--- config.mk ---
export PLATFORM = sky130hd
export DESIGN_NAME = serial_101_framer_tx_flat
export DESIGN_NICKNAME = d
export VERILOG_FILES = /design/src/rtl/serial_101_pkg.sv /design/src/rtl/serial_101_framer_tx_if.sv /design/src/rtl/piso_shift_reg.sv /design/src/rtl/serial_101_framer_tx.sv /design/src/flat_wrapper.sv
export SDC_FILE = /design/constraint.sdc
export NUM_CORES = 1
export LEC_CHECK = 0
export ABC_AREA = 1
export CORE_MARGIN = 2
export CORE_UTILIZATION = 53
export DETAILED_ROUTE_END_ITERATION = 8
export GPL_TIMING_DRIVEN = 1
export PLACE_DENSITY = 0.81
export SLEW_MARGIN = 20
export SYNTH_ARGS = -nofsm -noshare
export SYNTH_HDL_FRONTEND = slang
export SYNTH_HIERARCHICAL = 1
export SYNTH_SLANG_ARGS = --single-unit
--- constraint.sdc ---
create_clock -name clk -period 2.1 [get_ports clk]
set_input_delay 0.63 -clock clk [delete_from_list [all_inputs] [get_ports clk]]
set_output_delay 0.63 -clock clk [all_outputs]
set_load 0.02 [all_outputs]
--- src/rtl/serial_101_pkg.sv ---
// Shared definitions for the serial "101" framing link (transmitter and detector side).
package serial_101_pkg;

  typedef enum logic [2:0] {
    IDLE,
    PRE1A,
    PRE0,
    PRE1B,
    DATA,
    GAP
  } state_t;

  localparam logic [2:0] PREAMBLE     = 3'b101;
  localparam int         PREAMBLE_LEN = 3;

endpackage

--- src/rtl/serial_101_framer_tx_if.sv ---
// Parallel word handshake into the framer: the producer offers data/valid, the framer answers ready.
interface serial_101_framer_tx_if #(
  parameter int WIDTH = 8
) ();

  logic [WIDTH-1:0] data;
  logic             valid;
  logic             ready;

  modport master (output data, output valid, input ready);
  modport slave  (input data, input valid, output ready);

endinterface

--- src/rtl/piso_shift_reg.sv ---
// Parallel-load, shift-left register presenting its MSB to the serial line.
module piso_shift_reg #(
  parameter int WIDTH = 8
) (
  input  logic             clk,
  input  logic             srst,
  input  logic             load,
  input  logic             shift,
  input  logic [WIDTH-1:0] din,
  output logic             msb,
  output logic             next_msb
);

  logic [WIDTH-1:0] shift_reg;

  always_ff @(posedge clk) begin
    if (srst) begin
      shift_reg <= '0;
    end else if (load) begin
      shift_reg <= din;
    end else if (shift) begin
      shift_reg <= shift_reg << 1;
    end
  end

  assign msb = shift_reg[WIDTH-1];

  // Bit that becomes the MSB after the next shift, so the line can be registered.
  generate
    if (WIDTH > 1) begin : g_wide
      assign next_msb = shift_reg[WIDTH-2];
    end else begin : g_one
      assign next_msb = 1'b0;
    end
  endgenerate

endmodule

--- src/rtl/serial_101_framer_tx.sv ---
// Serial framer: preamble 1,0,1, then the payload MSB first, then one guard 0.
module serial_101_framer_tx
  import serial_101_pkg::*;
#(
  parameter int WIDTH = 8
) (
  input  logic                   clk,
  input  logic                   R,
  serial_101_framer_tx_if.slave  bus,
  output logic                   out,
  output logic                   busy,
  output logic                   frame_done
);

  localparam int                CNT_W    = (WIDTH > 1) ? $clog2(WIDTH) : 1;
  localparam logic [CNT_W-1:0]  LAST_IDX = CNT_W'(WIDTH - 1);

  state_t           state_reg, state_next;
  logic [CNT_W-1:0] bit_idx_reg, bit_idx_next;
  logic             out_reg, out_next;
  logic             accept;
  logic             msb, next_msb;

  assign bus.ready  = (state_reg == IDLE) || (state_reg == GAP);
  assign accept     = bus.valid && bus.ready;
  assign busy       = (state_reg != IDLE);
  assign frame_done = (state_reg == GAP);
  assign out        = out_reg;

  piso_shift_reg #(.WIDTH(WIDTH)) u_piso (
    .clk      (clk),
    .srst     (R),
    .load     (accept),
    .shift    (state_reg == DATA),
    .din      (bus.data),
    .msb      (msb),
    .next_msb (next_msb)
  );

  always_comb begin
    state_next   = state_reg;
    bit_idx_next = bit_idx_reg;
    out_next     = 1'b0;

    case (state_reg)
      IDLE:  if (accept) state_next = PRE1A;
      PRE1A: state_next = PRE0;
      PRE0:  state_next = PRE1B;
      PRE1B: begin
        state_next   = DATA;
        bit_idx_next = LAST_IDX;
      end
      DATA: begin
        if (bit_idx_reg == '0) state_next = GAP;
        else                   bit_idx_next = bit_idx_reg - CNT_W'(1);
      end
      GAP:     state_next = accept ? PRE1A : IDLE;
      default: state_next = IDLE;
    endcase

    // Line value for the upcoming cycle; the shift register only moves while in DATA.
    case (state_next)
      PRE1A:   out_next = PREAMBLE[PREAMBLE_LEN-1];
      PRE0:    out_next = PREAMBLE[PREAMBLE_LEN-2];
      PRE1B:   out_next = PREAMBLE[0];
      DATA:    out_next = (state_reg == DATA) ? next_msb : msb;
      default: out_next = 1'b0;
    endcase
  end

  always_ff @(posedge clk) begin
    if (R) begin
      state_reg   <= IDLE;
      bit_idx_reg <= '0;
      out_reg     <= 1'b0;
    end else begin
      state_reg   <= state_next;
      bit_idx_reg <= bit_idx_next;
      out_reg     <= out_next;
    end
  end

endmodule

--- src/flat_wrapper.sv ---
// flat-port wrapper written by rule: the top's interface ports become plain ports
module serial_101_framer_tx_flat import serial_101_pkg::*;
#(
  parameter int WIDTH = 8
)
  (clk, R, out, busy, frame_done, bus_data, bus_valid, bus_ready);
  serial_101_framer_tx_if #(.WIDTH(WIDTH)) bus_i ();
  input  logic clk;
  input  logic R;
  output logic out;
  output logic busy;
  output logic frame_done;
  input wire logic [$bits(bus_i.data)-1:0] bus_data;
  input wire logic [$bits(bus_i.valid)-1:0] bus_valid;
  output wire logic [$bits(bus_i.ready)-1:0] bus_ready;
  assign bus_i.data = bus_data;
  assign bus_i.valid = bus_valid;
  assign bus_ready = bus_i.ready;
  serial_101_framer_tx #(.WIDTH(WIDTH)) u_core (.clk(clk), .R(R), .bus(bus_i), .out(out), .busy(busy), .frame_done(frame_done));
endmodule
After elaboration in Yosys (flattened, before gate mapping)
Index checks and enable logic that the tools add are counted.

Logic and storage cells: 33. Bits of input ports: 11. Flip-flop bits (word level): 15. Output and inout port bits: 4.

Reduce and logical (&&, ||, !) cells: 9. Eq/ne operators: 9. Mux-type cells: 10. Add/subtract/negate cells: 1.

Operators by type and width (number): $pmux W3 S6 (1); $mux W8 (2); $eq A3 B2 Y1 const B (3); $eq A3 B3 Y1 const B (3); $mux W3 (3); $eq A3 B1 Y1 const B (2); $logic_not A3 Y1 (2); $pmux W3 S2 (1); $reduce_bool A2 Y1 (2); $reduce_bool A3 Y1 (1); $sub A3 B1 Y3 const B (1); $mux W1 (2); $ne A2 B2 Y1 const B (1); $pmux W1 S2 (1); $reduce_and A2 Y1 (1); $reduce_or A2 Y1 (1); $logic_and A1 B1 Y1 (1); $logic_or A1 B1 Y1 (1).

Logic depth before layout (Yosys ltp)
Gate-level depths: netlist of the first run.

Depth in word-level cells: 8. Depth in mapped cells: 11. Mapped depth without buffers: 10.

Modules after synthesis
Netlist of the first run, hierarchy kept.

Modules (own cells, without submodules): piso_shift_reg (area each 399.1 µm², sequential area each 160.2 µm², instances 1, cells each 60); serial_101_framer_tx (area each 384.1 µm², sequential area each 140.1 µm², instances 1, cells each 57).

Worst setup path after synthesis of the first run
Ideal clock, no wire load.

Path type: register -> register. From: reg u_core.state_reg[0]. To: reg u_core.u_piso.shift_reg[1]. Slack: 0.596 ns. Data required time: 1.991 ns. Clock period less this slack: 1.504 ns. Cell stages (with the launch flop): 12. Setup time: 0.109 ns. Path buffers: 1. Arrival time: 1.395 ns. Cells stage by stage: dfxtp_1 -> nor2_2 -> nand2_1 -> nand2_2 -> nand2_1 -> inv_1 -> buf_6 -> inv_2 -> nand3_1 -> nand3_1 -> nand2_1 -> inv_1.

Cells in the longest elaborated chain, start to end: 4. Elaborated cells between the ends (all ways): 7. Those cells by class: eq/ne (2); mux (1); reduce/logical (4).

Ends and longest elaborated chain: start: declaration (line serial_101_framer_tx.sv:18) `state_t state_reg, state_next;`; start signal: assignment (line serial_101_framer_tx.sv:77) `state_reg <= state_next;`; $eq A3 B3 Y1 or $logic_not A3 Y1 (tied branches) (line serial_101_framer_tx.sv:24) `assign bus.ready = (state_reg == IDLE) || (state_reg == GAP);`; $logic_or A1 B1 Y1 * (line serial_101_framer_tx.sv:24); net bus_ready (line flat_wrapper.sv:15) `output wire logic [$bits(bus_i.ready)-1:0] bus_ready;`; $logic_and A1 B1 Y1 * (line serial_101_framer_tx.sv:25) `assign accept = bus.valid && bus.ready;`; net u_core.accept (line serial_101_framer_tx.sv:21) `logic accept;`; $mux W8 or $reduce_bool A2 Y1 (tied branches); end signal: assignment (line piso_shift_reg.sv:20) `shift_reg <= din;`; end signal: assignment (line piso_shift_reg.sv:22) `shift_reg <= shift_reg << 1;`; end: declaration (line piso_shift_reg.sv:14) `logic [WIDTH-1:0] shift_reg;`.

The timed path passes the listed nets; every way through them passes the cells marked *. A chain may end at the register's enable or synchronous reset.

Worst setup path in the final report of the first run
From: reg u_core.state_reg[0]. To: out bus_ready.

Cells in the longest elaborated chain, start to end: 2. Elaborated cells between the ends (all ways): 3. Those cells by class: eq/ne (1); reduce/logical (2).

Ends and longest elaborated chain (line): $eq A3 B3 Y1 or $logic_not A3 Y1 (tied branches) (serial_101_framer_tx.sv:24); $logic_or A1 B1 Y1 * (serial_101_framer_tx.sv:24); end: declaration (flat_wrapper.sv:15).

Mark *: on every way between the ends. The rest lies on a longest branch, timed or not.

==> results of run 1 <==
-- cell usage after synthesis --
library cell and n:
buf_4 1, buf_6 1, nor2_8 1, a21oi_1 9, xnor2_1 1, ha_1 2
nand3_1 16, nand2_2 3, inv_1 20, nand2_1 41, o21ai_0 2, nor2_2 1
nor3_1 1, a21oi_2 1, inv_2 2, dfxtp_1 15
-- layout make-up --
type | count | area [um2] | share of cell area (%)
Multi-Input combinational cell | 78 | 382 | 39.7
Timing Repair Buffer | 16 | 151 | 15.8
Clock buffer | 4 | 26.3 | 2.73
Tap cell | 15 | 18.8 | 1.95
Inverter | 22 | 82.6 | 8.59
Sequential cell | 15 | 300 | 31.2
-- metal layers --
| metal | part of all wire (%) | vias to the layer above | GRT usage (%) |
|---|---|---|---|
| met5 | 0 | - | 0 |
| met4 | 0.90 | 0 | 7.50 |
| met3 | 5.4 | 2 | 2.59 |
| met2 | 48 | 20 | 30.5 |
| met1 | 46 | 324 | 24.7 |
| li1 | - | 398 | - |
-- where the power goes --
group / switching, mW / internal, mW
Clock: 0.0939 / 0.0738
Sequential: 0.0195 / 0.312
Combinational: 0.111 / 0.0805
Total: 0.224 / 0.466
-- worst paths after layout --
check	from	to	slack [ns]
setup reg to reg	u_core/state_reg[0]	u_core/u_piso/shift_reg[6]	0.57
hold reg to reg	u_core/u_piso/shift_reg[0]	u_core/u_piso/shift_reg[0]	0.47
hold / removal	u_core/u_piso/shift_reg[0]	u_core/u_piso/shift_reg[0]	0.47
setup / recovery	u_core/state_reg[0]	bus_ready	0.13
-- through the flow --
stage               worst slack [ns]  power [mW]  cell area, um2  std cells  util [%]
floorplan                      0.596       0.467             783        117         -
global placement               0.191       0.530             938        146      70.4
detailed placement             0.174       0.536             938        146      70.4
CTS                            0.135       0.697             961        150      72.0
global route                  0.0545       0.728             961        150      72.0
finish                         0.134       0.690             961        150      72.0
-- tightest hold or removal path, stage by stage (launching register included) --
cell and delay (ns):
dfxtp_1 0.32, nand2_1 0.06, a21oi_1 0.05
-- what timing repair did --
item | 4_1_cts | 5_1_grt
gates resized for setup | 3 | 0
endpoints found under the setup margin | 3 | 0
buffers inserted | 0 | 0
-- kinds of logic (layout without fill, tap and decap cells) --
group,Yosys count,after routing,synth area share [%]
simple gates,63,63,36.3
buf+inv,24,42,12.9
flops,15,15,38.3
compound gates,12,12,8.15
fa+ha+maj,2,2,3.19
xor+xnor,1,1,1.12
==> impl_metrics.tcl, run 1 <==
set metrics [dict create \
    place_hpwl_um 1220 \
    antenna_found_initial 0 \
    clock-root-buffer "clkbuf_4" \
    grt_overflow 0 \
    fin_setup_tns_ns 0 \
    area_growth_pct 22.7 \
    holdPathStages 2 \
    yosysSeqAreaShare_pct 38.3 \
    cts_made_buffers 3 \
    drt_iter0_drc 22 \
    vias 744 \
    grt_use_total_pct 18.7 \
    syn_area_per_cell_um2 6.69 \
    synth_top_area_share_pct 38.3 \
    fillerInstances 113 \
    ctsHoldBuffers 0 \
    mostFrequentLayoutCell "nand2_1" \
    fin_crit_sh_pct 93.6 \
    grt_max_degree 11 \
    ys_types 16 \
    grt_pass1_vias 667 \
    path_cells "nor2_2 -> nand2_1 -> nand2_2 -> dlygate4sd2_1" \
    p_leak_nw 0.491 \
    drv_cap 0 \
    synth_area_um2 783 \
    rsz0062_at_grt "false" \
    setup_viol 0 \
    outcome "finished clean" \
    cts.clk_slew.worst_paths_ns 0.09 \
    synthCells 117 \
    arrival_ns 1.34 \
    clk_latency_ns 0.28 \
    crit_type "register to output port" \
    row_count 13 \
    clock-sinks 15 \
    start_util_pct 58.7 \
    synth_top_area_cell "dfxtp_1" \
    fp.dieH_um 42.4 \
    cp_top_family "simple AND/OR/NAND/NOR gates" \
    crit_required_ns 1.47 \
    skew_ns 0.00457 \
    max_slew_margin_pct 81.2 \
    grt_pass1_wl_um 2570 \
    synth-seq-cells 15 \
    core_mm2 0.00133 \
    nNetsFinal 149 \
    worstSetupStartpointType "register" \
    cp_slowest_cell "dfxtp_1" \
    die-area_mm2 0.00180 \
    cts_tree "yes" \
    synth_nets 130 \
    synthTopCellsByArea "dfxtp_1 (38%), nand2_1 (20%), nand3_1 (10%), inv_1 (9.6%), a21oi_1 (5.8%)" \
    cts_buffer_depth 2 \
    drive_above_1_share_pct 9.63 \
    ioPinCount 15 \
    tightestPinTransition_ns 0.281 \
    routed_wl_um 1560 \
    final_cell_mix "nand2_1 (41), inv_1 (20), nand3_1 (16), dfxtp_1 (15), clkdlybuf4s50_1 (11)" \
    diodes 0 \
    fmax_mhz 509 \
    drt-vias-per-instance 4.96 \
    die-width_um 42.4 \
    portBuffers 14 \
    holdWs_ns 0.475 \
    cp.depth 4 \
    slowest_delay_ns 0.36 \
    h-tree-depth 1 \
    drc 0 \
    wire_per_inst_um 10.4 \
    ant_nets 0 \
    ir_drop_mv 0.505 \
    cp_num_buf_inv 1 \
    gp_congestion 0.799 \
    crit_path_end_kind "output port" \
    min_path_type "register to register" \
    hold_viol 0 \
    worst-path-max-fanout 5 \
    drt_pass1_iterations 8 \
    largest_reg_flops 8 \
    finalMaxSlewViolations 0 \
    yosysWarnings 6 \
    r2r_cells 9 \
    power_density_mw_per_mm2 718 \
    period_needed_ns 1.97 \
]
(Power assumes the default switching activity.)
==> run 2, diff against run 1 <==
Settings changed: CORE_ASPECT_RATIO set to 0.9.
==> impl_metrics.tcl, run 2 (synthesis results as in run 1) <==
set metrics [dict create \
    outcome "finished clean" \
    mostFrequentLayoutCell "nand2_1" \
    finalMaxSlewViolations 0 \
    grt_pass1_wl_um 2570 \
    antenna_found_initial 0 \
    crit_type "register to output port" \
    min_path_type "register to register" \
    die-width_um 44.5 \
    clock-root-buffer "clkbuf_4" \
    power_density_mw_per_mm2 717 \
    period_needed_ns 1.98 \
    switchingPower_mw 0.227 \
    drive_above_1_share_pct 10.4 \
    row_count 13 \
    max_slew_margin_pct 77.8 \
    drt_pass1_iterations 4 \
    largest_reg_flops 8 \
    arrival_ns 1.35 \
    seqPwrFrac_pct 47.9 \
    fin_total_pwr_mw 0.690 \
    grt_max_degree 11 \
    utilization_pct 68.0 \
    power.internal_mw 0.463 \
    postCtsSetupRepairBufs 0 \
    rsz0062_at_grt "false" \
    drv_cap 0 \
    drt-vias-per-instance 4.87 \
    clk_latency_ns 0.29 \
    cts_buffer_depth 2 \
    core_mm2 0.00142 \
    fmax_mhz 504 \
    start_util_pct 55.3 \
    pwr-share-clk_pct 24.6 \
    diodes 0 \
    skew_ns 0.000862 \
    ir_drop_mv 0.500 \
    portBuffers 14 \
    worstSetupStartpointType "register" \
    cts_made_buffers 3 \
    ctsHoldBuffers 0 \
    die-area_mm2 0.00180 \
    grt_overflow 0 \
    cts.clk_slew.worst_paths_ns 0.09 \
    fin_setup_tns_ns 0 \
    ioPinCount 15 \
    area_growth_pct 22.8 \
    h-tree-depth 1 \
    fp.dieH_um 40.5 \
    worst-path-max-fanout 5 \
    p_leak_nw 0.494 \
    crit_required_ns 1.47 \
    holdWs_ns 0.472 \
    clock-sinks 15 \
    grt_use_total_pct 20.4 \
    crit_path_end_kind "output port" \
    p_sw_share_pct 32.9 \
    drt_iter0_drc 26 \
    routed_wl_um 1470 \
    cts_tree "yes" \
    place_hpwl_um 1150 \
    gp_congestion 0.839 \
    setup_viol 0 \
    wire_per_inst_um 9.80 \
    drc 0 \
    ant_nets 0 \
    vias 730 \
    nNetsFinal 149 \
    power_frac_comb_pct 27.5 \
    hold_viol 0 \
    grt_pass1_vias 583 \
    tightestPinTransition_ns 0.332 \
    fin_crit_sh_pct 94.5 \
    final_cell_mix "nand2_1 (41), inv_1 (20), nand3_1 (16), dfxtp_1 (15), clkdlybuf4s50_1 (11)" \
]
[run 2: path summary, 6_finish.rpt]
| kind | endpoint | slack (ns) | from | cells after the start |
|---|---|---|---|---|
| worst max-delay path | bus_ready | 0.12 | u_core/state_reg[0] | 4 |
| worst max register to register | u_core/u_piso/shift_reg[2] | 0.57 | u_core/state_reg[0] | 10 |
| worst min-delay path | u_core/u_piso/shift_reg[0] | 0.47 | u_core/u_piso/shift_reg[0] | 2 |
| worst min register to register | u_core/u_piso/shift_reg[0] | 0.47 | u_core/u_piso/shift_reg[0] | 2 |
[run 2: area by class of cell]
class / count / area (um2)
clock inverter: 1 / 5.00
inverter: 22 / 82.6
tap: 15 / 18.8
multi-input combinational: 78 / 382
clock buffer: 3 / 22.5
sequential: 15 / 300
timing repair buffer: 16 / 151
fill: 132 / 453
[run 2: routing by layer]
metal / global-route usage [%] / vias to the layer above / wire length, um
met3: 8.11 / 2 / 101
li1: - / 399 / -
met1: 30.6 / 309 / 740
met2: 25.4 / 20 / 613
met4: 6.82 / 0 / 14
met5: 0 / - / 0
[run 2: power by group through the flow]
stage	Clock [mW]	Sequential (mW)	Combinational, mW
floorplan	0	0.336	0.131
global placement	0	0.336	0.195
detailed placement	0	0.337	0.197
CTS	0.175	0.330	0.190
global route	0.185	0.334	0.214
finish	0.170	0.330	0.189
[run 2: per-stage QoR]
step | instances | cell area (um2) | worst slack, ns
floorplan | 117 | 783 | 0.596
global placement | 146 | 938 | 0.171
detailed placement | 146 | 938 | 0.141
CTS | 150 | 962 | 0.101
global route | 150 | 962 | 0.00248
finish | 150 | 962 | 0.116
[run 2: repair_timing]
action                                 in CTS  in global routing
gates resized for setup                     3                  0
endpoints found under the hold margin       0                  0
setup endpoints to repair                   3                  0
[run 2: critical path, stage by stage (launching register included)]
cell and delay, ns:
dfxtp_1 0.36, nor2_2 0.19, nand2_1 0.10, nand2_2 0.08
dlygate4sd2_1 0.33
==> run 3, diff against run 2 <==
Settings changed: CORE_MARGIN 2 to 5.
==> impl_metrics.tcl, run 3 (synthesis results as in run 1) <==
set metrics [dict create \
    outcome "finished clean" \
    hold_viol 0 \
    vias 737 \
    p_leak_nw 0.494 \
    nNetsFinal 149 \
    ioPinCount 15 \
    use_met2_pct 22.0 \
    rsz0062_at_grt "false" \
    grt_use_total_pct 14.6 \
    power.internal_mw 0.463 \
    crit_path_end_kind "output port" \
    diodes 0 \
    use_met3_pct 3.24 \
    gp_congestion 0.830 \
    fin_crit_sh_pct 94.2 \
    period_needed_ns 1.98 \
    tightestPinTransition_ns 0.283 \
    skew_ns 0.00618 \
    worstSetupStartpointType "register" \
    finalMaxSlewViolations 0 \
    clk_latency_ns 0.28 \
    post_cts_resized 3 \
    grt_overflow 0 \
    drt_iter0_drc 21 \
    fp.dieH_um 46.5 \
    power_frac_comb_pct 27.9 \
    die-area_mm2 0.00235 \
    switchingPower_mw 0.223 \
    die-width_um 50.5 \
    cts_buffer_depth 2 \
    utilization_pct 68.0 \
    routed_wl_um 1570 \
    setup_viol 0 \
    drc 0 \
    drt_pass1_iterations 4 \
    min_path_type "register to register" \
    h-tree-depth 1 \
    clock-sinks 15 \
    p_sw_share_pct 32.6 \
    drv_cap 0 \
    cts_tree "yes" \
    grt.busiest_layer "met2" \
    cts_made_buffers 3 \
    seqPwrFrac_pct 48.2 \
    crit_type "register to output port" \
    drive_above_1_share_pct 10.4 \
    postCtsSetupRepairBufs 0 \
    arrival_ns 1.35 \
    place_hpwl_um 1240 \
    worst-path-max-fanout 5 \
    fin_setup_tns_ns 0 \
    mostFrequentLayoutCell "nand2_1" \
    ant_nets 0 \
    drt-vias-per-instance 4.91 \
    power_density_mw_per_mm2 713 \
    start_util_pct 55.3 \
    grt_pass1_wl_um 2590 \
    max_slew_margin_pct 81.1 \
    portBuffers 14 \
    fmax_mhz 506 \
    cts.clk_slew.worst_paths_ns 0.09 \
    ir_drop_mv 0.533 \
    pwr-share-clk_pct 23.9 \
    antenna_found_initial 0 \
    largest_reg_flops 8 \
    wire_per_inst_um 10.4 \
    ctsHoldBuffers 0 \
    row_count 13 \
    grt_pass1_vias 633 \
    grtUsageMet1_pct 19.3 \
    crit_required_ns 1.47 \
    final_cell_mix "nand2_1 (41), inv_1 (20), nand3_1 (16), dfxtp_1 (15), clkdlybuf4s50_1 (11)" \
    core_mm2 0.00142 \
    area_growth_pct 22.8 \
    grt_max_degree 11 \
    clock-root-buffer "clkbuf_4" \
]
-- run 3: metal layers --
metal  part of all wire (%)  vias to the layer above
li1                       -                      399
met1                     47                      323
met2                     47                       13
met3                    5.2                        2
met4                   0.77                        0
met5                      0                        -
-- run 3: metrics by stage --
stage                     hold WS [ns]  area, um2  power [mW]  cells  setup slack, ns
after detailed placement         0.472        938       0.537    146            0.163
after floorplan                  0.433        783       0.467    117            0.596
final                            0.478        962       0.686    150            0.122
after CTS                        0.484        962       0.693    150            0.116
after global placement           0.455        938       0.531    146            0.172
after global routing             0.502        962       0.730    150           0.0369
-- run 3: worst paths after layout --
| path | to | start | cells past startpoint | slack, ns |
|---|---|---|---|---|
| hold / removal | u_core/u_piso/shift_reg[0] | u_core/u_piso/shift_reg[0] | 2 | 0.48 |
| setup reg to reg | u_core/u_piso/shift_reg[7] | u_core/state_reg[0] | 10 | 0.56 |
| setup / recovery | bus_ready | u_core/state_reg[0] | 4 | 0.12 |
| hold reg to reg | u_core/u_piso/shift_reg[0] | u_core/u_piso/shift_reg[0] | 2 | 0.48 |
-- run 3: power by group through the flow --
| stage | Clock, mW | Combinational, mW | Sequential [mW] |
|---|---|---|---|
| 5_1_grt | 0.184 | 0.211 | 0.335 |
| 6_report | 0.164 | 0.192 | 0.331 |
| 4_1_cts | 0.170 | 0.192 | 0.331 |
| 3_3_place_gp | 0 | 0.195 | 0.336 |
| 3_5_place_dp | 0 | 0.199 | 0.338 |
| 2_1_floorplan | 0 | 0.131 | 0.336 |
-- run 3: worst max-delay path: stages, from the launching register on --
cell,delay [ns]
dfxtp_1,0.36
nor2_2,0.19
nand2_1,0.10
nand2_2,0.08
dlygate4sd2_1,0.34
-- run 3: cell type report --
cell class,count,area (um2)
inverter,22,82.6
sequential,15,300
clock inverter,1,5.00
clock buffer,3,22.5
multi-input combinational,78,382
tap,15,18.8
fill,127,453
timing repair buffer,16,151
